File: config.mk
export PLATFORM = sky130hd
export DESIGN_NAME = iter_fixed_point_div
export DESIGN_NICKNAME = d
export VERILOG_FILES = /design/src/rtl/iter_fixed_point_div.sv
export SDC_FILE = /design/constraint.sdc
export NUM_CORES = 1
export LEC_CHECK = 0
export CAP_MARGIN = 20
export CORE_MARGIN = 3
export CORE_UTILIZATION = 49
export DETAILED_ROUTE_END_ITERATION = 8
export PLACE_DENSITY_LB_ADDON = 0.1
export SETUP_SLACK_MARGIN = 0.4
export SYNTH_ARGS = -nofsm -noshare
export SYNTH_HDL_FRONTEND = slang
export SYNTH_SLANG_ARGS = --single-unit
export TNS_END_PERCENT = 20
File: constraint.sdc
create_clock -name clk -period 6.15 [get_ports clk]
set_input_delay 1.23 -clock clk [delete_from_list [all_inputs] [get_ports clk]]
set_output_delay 1.23 -clock clk [all_outputs]
set_load 0.01 [all_outputs]
File: src/rtl/iter_fixed_point_div.sv
// Signed fixed-point divider: restoring division, one quotient bit per clock, one operation in flight.
// The result is rounded (or truncated), then saturated; overflow flags saturation or a zero divisor.
module iter_fixed_point_div #(
  parameter int WIIA  = 8,
  parameter int WIFA  = 8,
  parameter int WIIB  = 8,
  parameter int WIFB  = 8,
  parameter int WOI   = 12,
  parameter int WOF   = 6,
  parameter int ROUND = 1
) (
  input  logic                 clk,
  input  logic                 rst,
  input  logic                 in_valid,
  output logic                 in_ready,
  input  logic [WIIA+WIFA-1:0] ina,
  input  logic [WIIB+WIFB-1:0] inb,
  output logic                 out_valid,
  input  logic                 out_ready,
  output logic [WOI+WOF-1:0]   out,
  output logic                 overflow
);

  localparam int WA   = WIIA + WIFA;
  localparam int WB   = WIIB + WIFB;
  localparam int WO   = WOI + WOF;
  localparam int S    = WOF + WIFB - WIFA + 1;
  localparam int NB   = WA + S;
  localparam int CW   = ((NB > WO) ? NB : WO) + 1;
  localparam int CNTW = $clog2(NB + 1);

  localparam logic [CW-1:0] LIM_NEG  = {{(CW-1){1'b0}}, 1'b1} << (WO - 1);
  localparam logic [CW-1:0] LIM_POS  = LIM_NEG - {{(CW-1){1'b0}}, 1'b1};
  localparam logic [WO-1:0] MAX_POS  = {1'b0, {(WO-1){1'b1}}};
  localparam logic [WO-1:0] MOST_NEG = {1'b1, {(WO-1){1'b0}}};

  generate
    if (S < 0) begin : g_bad_shift
      $error("iter_fixed_point_div: WOF+WIFB-WIFA+1 must be non-negative");
    end
  endgenerate

  typedef enum logic [1:0] {IDLE = 2'd0, CALC = 2'd1, POST = 2'd2, DONE = 2'd3} state_t;

  state_t            state_q;
  logic [NB-1:0]     num_q;
  logic [NB-1:0]     quo_q;
  logic [WB-1:0]     den_q;
  logic [WB-1:0]     rem_q;
  logic [CNTW-1:0]   cnt_q;
  logic              sign_q;
  logic              neg_a_q;
  logic              dz_q;
  logic [WO-1:0]     out_q;
  logic              ovf_q;
  logic              out_valid_q;
  logic              in_ready_q;

  logic [WA-1:0]     a_abs_s;
  logic [WB-1:0]     b_abs_s;
  logic [WB:0]       rem_sh_s;
  logic [WB:0]       rem_d;
  logic              qbit_d;
  logic [CW-1:0]     mag_s;
  logic [WO-1:0]     out_d;
  logic              ovf_d;

  // Operand magnitudes; the most negative value maps to its exact unsigned magnitude.
  always_comb begin
    a_abs_s = ina;
    b_abs_s = inb;
    if (ina[WA-1]) begin
      a_abs_s = (~ina) + {{(WA-1){1'b0}}, 1'b1};
    end else begin
      a_abs_s = ina;
    end
    if (inb[WB-1]) begin
      b_abs_s = (~inb) + {{(WB-1){1'b0}}, 1'b1};
    end else begin
      b_abs_s = inb;
    end
  end

  // One restoring step: shift in the next numerator bit, subtract the divisor when it fits.
  always_comb begin
    rem_sh_s = {rem_q, num_q[NB-1]};
    rem_d    = rem_sh_s;
    qbit_d   = 1'b0;
    if (rem_sh_s >= {1'b0, den_q}) begin
      rem_d  = rem_sh_s - {1'b0, den_q};
      qbit_d = 1'b1;
    end else begin
      rem_d  = rem_sh_s;
      qbit_d = 1'b0;
    end
  end

  // The quotient carries one guard bit below the output LSB, used for rounding.
  always_comb begin
    mag_s = CW'(quo_q >> 1) + CW'((ROUND != 0) ? quo_q[0] : 1'b0);
    out_d = {WO{1'b0}};
    ovf_d = 1'b0;
    if (dz_q) begin
      out_d = neg_a_q ? MOST_NEG : MAX_POS;
      ovf_d = 1'b1;
    end else if (sign_q) begin
      if (mag_s > LIM_NEG) begin
        out_d = MOST_NEG;
        ovf_d = 1'b1;
      end else begin
        out_d = (~mag_s[WO-1:0]) + {{(WO-1){1'b0}}, 1'b1};
        ovf_d = 1'b0;
      end
    end else begin
      if (mag_s > LIM_POS) begin
        out_d = MAX_POS;
        ovf_d = 1'b1;
      end else begin
        out_d = mag_s[WO-1:0];
        ovf_d = 1'b0;
      end
    end
  end

  // Control FSM with datapath registers and registered handshake outputs.
  always_ff @(posedge clk or negedge rst) begin
    if (!rst) begin
      state_q     <= IDLE;
      num_q       <= {NB{1'b0}};
      quo_q       <= {NB{1'b0}};
      den_q       <= {WB{1'b0}};
      rem_q       <= {WB{1'b0}};
      cnt_q       <= {CNTW{1'b0}};
      sign_q      <= 1'b0;
      neg_a_q     <= 1'b0;
      dz_q        <= 1'b0;
      out_q       <= {WO{1'b0}};
      ovf_q       <= 1'b0;
      out_valid_q <= 1'b0;
      in_ready_q  <= 1'b1;
    end else begin
      case (state_q)
        IDLE: begin
          if (in_valid) begin
            sign_q     <= ina[WA-1] ^ inb[WB-1];
            neg_a_q    <= ina[WA-1];
            dz_q       <= (b_abs_s == {WB{1'b0}});
            num_q      <= NB'(a_abs_s) << S;
            den_q      <= b_abs_s;
            rem_q      <= {WB{1'b0}};
            quo_q      <= {NB{1'b0}};
            cnt_q      <= {CNTW{1'b0}};
            in_ready_q <= 1'b0;
            state_q    <= CALC;
          end
        end
        CALC: begin
          if (cnt_q == CNTW'(NB)) begin
            state_q <= POST;
          end else begin
            rem_q <= rem_d[WB-1:0];
            num_q <= num_q << 1;
            quo_q <= {quo_q[NB-2:0], qbit_d};
            cnt_q <= cnt_q + {{(CNTW-1){1'b0}}, 1'b1};
          end
        end
        POST: begin
          out_q       <= out_d;
          ovf_q       <= ovf_d;
          out_valid_q <= 1'b1;
          state_q     <= DONE;
        end
        DONE: begin
          if (out_ready) begin
            out_valid_q <= 1'b0;
            in_ready_q  <= 1'b1;
            state_q     <= IDLE;
          end
        end
        default: begin
          out_valid_q <= 1'b0;
          in_ready_q  <= 1'b1;
          state_q     <= IDLE;
        end
      endcase
    end
  end

  assign in_ready  = in_ready_q;
  assign out_valid = out_valid_q;
  assign out       = out_q;
  assign overflow  = ovf_q;

endmodule
After elaboration in Yosys (flattened, before gate mapping)
Index checks and enable logic that the tools add are counted.
- register bits after elaboration: 109
- equality and inequality tests: 8
- bitwise logic cells: 4
- reduce and logical (&&, ||, !) cells: 10
- mux-type cells: 34
- add/subtract/negate cells: 6
- magnitude comparators: 3
- operators by type and width (kind ; count):
    2-to-1 mux 23 bit ; 4
    case mux 23 bit (2 select lines) ; 2
    2-to-1 mux 18 bit ; 5
    2-to-1 mux 16 bit ; 5
    adder 16 x 1 -> 16 bit, second input constant ; 2
    inverter 16 bit ; 2
    case mux 16 bit (2 select lines) ; 1
    adder 22 x 1 -> 23 bit ; 1
    > comparator 23 x 17 -> 1 bit, second input constant ; 1
    > comparator 23 x 18 -> 1 bit, second input constant ; 1
    adder 18 x 1 -> 18 bit, second input constant ; 1
    inverter 18 bit ; 1
    >= comparator 17 x 16 -> 1 bit ; 1
    logical NOT 16 bit ; 1
    subtractor 16 bit ; 1
    2-to-1 mux 5 bit ; 2
    case mux 5 bit (2 select lines) ; 1
    AND reduction 3 bit ; 3
    2-to-1 mux 1 bit ; 8
    inequality test 2 bit, second input constant ; 4
    case mux 2 bit (4 select lines) ; 1
    2-to-1 mux 2 bit ; 3
    nonzero test 2 bit ; 3
    adder 5 x 1 -> 5 bit, second input constant ; 1
    7 further kinds ; 10

Depth between registers and ports, before layout
- depth after elaboration: 6
- depth in mapped cells: 12
- gate-level depth less buffers: 11

Least setup slack after synthesis
OpenSTA, ideal clock, no wires.
- path kind: input port to flip-flop
- from: in inb[4]
- to: reg dz_q
- data required time: 6.074 ns
- library setup time: 0.076 ns
- cell stages on the path: 8
- data arrival time: 3.111 ns
- path slack: 2.963 ns
- cells stage by stage: or3_1 -> or4_1 -> or3_1 -> nand2_1 -> xnor2_1 -> nor4_1 -> nand4_1 -> o21ai_1
- cells in the longest elaborated chain, start to end: 4
- RTL lines (element ; line ; text):
    from (decl) ; 17 ; input logic [WIIB+WIFB-1:0] inb,
    inverter 16 bit ; 78 ; b_abs_s = (~inb) + {{(WB-1){1'b0}}, 1'b1};
    adder 16 x 1 -> 16 bit ; 78 ;
    2-to-1 mux 16 bit * ; 77 ; if (inb[WB-1]) begin
    logical NOT 16 bit * ; 147 ; dz_q <= (b_abs_s == {WB{1'b0}});
    to (signal assigned) ; 147 ;
    to (decl) ; 53 ; logic dz_q;
Every way passes the cells marked *; elsewhere a longest branch is shown, timed or not.
A chain may end at the register's enable or synchronous reset.

Worst setup path after layout
- from: in inb[2]
- to: reg dz_q
The elaborated chain is that of the path after synthesis.

==> metrics.md <==
| Metric | Value |
|---|---|
| Largest net degree at the start of global routing | `54` |
| Synth Flop Type | `dfrtp_1` |
| Int Pwr | `2319 uW` |
| Most frequent cells in the layout | `nand2_1, dfrtp_1, o21ai_0` |
| Most common cell after layout, fill and taps aside | `nand2_1` |
| Capturing point of the worst reg2reg path | `out[15]$_DFFE_PN0P_` |
| Max-cap violations | `0` |
| All-layer global routing usage | `0.2155` |
| Reg-to-reg setup timing slack | `around 2.6 ns` |
| Synthesis-to-layout area growth | `12.09%` |
| Core area | `14150 um^2` |
| DRC viols | `0` |
| CP Capture Type | `flip-flop` |
| Antenna violations before repair | `0` |
| Critical path type | `in2reg` |
| Crit path launch type | `primary input` |
| First-pass GRT wire length | `approximately 29000 um` |
| DR vias | `between 6000 and 7000` |
| Area of the mapped netlist | `7203 um^2` |
| Final Hold Fails | `0` |
| Largest cells by area after synthesis | `dfrtp_1, nand2_1, o21ai_0` |
| Syn_area_per_cell | `between 8 and 9 um^2` |
| Synth top area share | `0.3509` |
| Reg power frac | `0.276` |
| Outcome | `finished clean` |
| Clk sink count | `102` |
| Die width | `~130 um` |
| Mapped Cells | `841` |
| Seq cells post-synth | `roughly 100` |
| Slowest stage delay, CP | `about 0.52 ns` |
| Slew headroom | `0.3535` |
| Slowest cell on crit path | `or4_1` |
| Die area | `approximately 16000 um^2` |
| CP Cell Sequence | `clkdlybuf4s50_1 > or3_1 > or4_1 > or3_1 > nand2_1 > xnor2_1 > nor4_1 > nand4_1 > o21ai_1` |
| # rows | `43` |
| Cts hold-fix bufs | `0` |
| Clock group share of total power | `0.146` |
| FFs w/ async S/R, synth | `1.000` |
| Post-CTS Setup Inserts | `0` |
| Clock root buffer | `clkbuf_16` |
| I/O pins | `57` |
| Largest area contributor in the netlist | `dfrtp_1` |
| Worst VDD drop | `0.0003006 V` |
| Hold Crit Start | `den_q[13]$_DFFE_PN0P_` |
| Finished Core Util | `0.5706` |
| Diodes inserted | `0` |
| H-tree Lvls | `3` |
| Count of different cell masters after synthesis | `82` |
| PortBufs | `between 50 and 60` |
| Fin crit share | `0.5887` |
| Worst min path class | `reg2reg` |
| Routed wire length | `17390 um` |
| Hold depth | `2` |
| CTS tree | `yes` |
| Crit path DAT | `3.90 ns` |
| Endpoints failing setup | `0` |
| Critical-path maximum fanout | `6` |
| Hold slack | `around 0.48 ns` |
| TritonRoute pass-1 iters | `5` |
| EDFF count, synth | `0` |
| Routed length per instance | `~17 um` |
| Slew of the pin with the lowest slew margin | `about 0.97 ns` |
| NetSw | `1878 uW` |
| LEAKAGE | `0.003432 uW` |
| Worst R2R Start | `quo_q[0]$_DFFE_PN0P_` |
| R2R cell count | `10` |
| Setup TNS | `0 ns` |
| Max-slew violations | `0` |
| CTS buffer count | `9` |
| WHS Endpoint | `den_q[13]$_DFFE_PN0P_` |
| Initial DRC Count | `roughly 360` |
| Setup Skew | `0.009284 ns` |
| GP Congestion | `0.8945` |
| DR vias/cell | `6.007` |
| Share of post-route cells with drive strength above 1 | `0.06537` |
| RSZ-0062 raised after global routing | `false` |
| Syn_nets | `906` |
| Power Density | `around 520 nW/um^2` |
| YS warnings | `0` |
| CP required | `6.43 ns` |
| Fin nets | `932` |
| Final Critical Period | `between 3 and 4 ns` |
| PostCTS Resize Cnt | `0` |
| Starting density of the core | `0.5091` |
| Clock-pin slew on the worst setup and hold paths | `0.07 ns` |
| Vias in the first global route | `6145` |
| Routed Antenna Nets | `0` |
| Final Power | `around 4200 uW` |
| Switching Fraction | `0.4475` |
| Clock latency on the worst-skew pair | `about 0.36 ns` |
| Maximum clock frequency | `0.2762 GHz` |
| Gr ovfl total | `0` |
| Comb pwr share | `0.577` |
| CP most frequent cell | `or3_1` |
| Max Root-Sink Buffers | `2` |
| Part of the Yosys area used for sequential elements | `0.3545` |
| DPL Wire Length | `13030 um` |
| Die Height | `127.2 um` |
[kinds of logic after synthesis]
kind of cell	Yosys count	share of synthesized area
compound gates	229	0.2102
flops	102	0.3545
buf+inv	85	0.05940
fa+ha+maj	29	0.05142
mux	21	0.03022
simple gates	309	0.2140
xor+xnor	66	0.08025
[how the worst max path moves through the flow]
stage / startpoint / endpoint / cells past startpoint
2_1_floorplan: inb[4] / dz_q$_DFFE_PN0P_ / 8
3_3_place_gp: inb[2] / dz_q$_DFFE_PN0P_ / 9
3_5_place_dp: inb[2] / dz_q$_DFFE_PN0P_ / 9
4_1_cts: inb[2] / dz_q$_DFFE_PN0P_ / 9
5_1_grt: inb[2] / dz_q$_DFFE_PN0P_ / 9
6_report: inb[2] / dz_q$_DFFE_PN0P_ / 9
[routing by layer]
layer / part of all wire / GRT usage / vias to the layer above
met3: 0.030 / 0.04097 / 39
met1: 0.43 / 0.2553 / 3089
met5: 0 / 0 / -
met4: 0.031 / 0.08580 / 0
met2: 0.51 / 0.3848 / 118
li1: - / - / 3073
[synthesized netlist by cell type, drive strengths merged, types with 9 or more instances]
cell	number
a21oi	47
a22oi	13
buf	12
clkbuf	34
dfrtp	101
ha	28
inv	37
mux2i	15
nand2	123
nand3	46
nand4	16
nor2	49
nor3	14
nor4	9
o21ai	88
o31ai	13
or4	9
xnor2	36
xor2	30
[power groups by stage]
stage          Combinational (uW)  Sequential [uW]  Clock [uW]
2_1_floorplan                1840             1090           0
3_3_place_gp                 2350             1160           0
3_5_place_dp                 2410             1170           0
4_1_cts                      2420             1160         628
5_1_grt                      2700             1190         652
6_report                     2420             1160         614
[critical path, delay by kind of cell]
family,cells,cell delay (ns)
simple gates,6,1.93
buf+inv,1,0.50
compound gates,1,0.13
xor+xnor,1,0.10
[per-stage QoR]
stage	setup slack, ns	instance area, um^2	cells
floorplan	2.963	7203	841
finish	2.530	8074	1052
global placement	2.311	7751	1036
global route	2.384	8074	1052
detailed placement	2.194	7751	1036
CTS	2.549	8074	1052
[state kept, by name, indices dropped and copies added, names as in the netlist]
name / flops
quo_q: 23
out: 18
den_q: 16
num_q: 16
rem_q: 16
cnt_q: 5
state_q: 2
dz_q: 1
in_ready: 1
neg_a_q: 1
out_valid: 1
overflow: 1
sign_q: 1
[layout make-up]
type / count / area, um^2
Clock buffer: 9 / 225.2
Clock inverter: 7 / 97.59
Fill cell: 1276 / 6076
Inverter: 38 / 142.6
Multi-Input combinational cell: 654 / 4227
Sequential cell: 102 / 2554
Tap cell: 180 / 225.2
Timing Repair Buffer: 62 / 603.1
(Power assumes the default switching activity.)
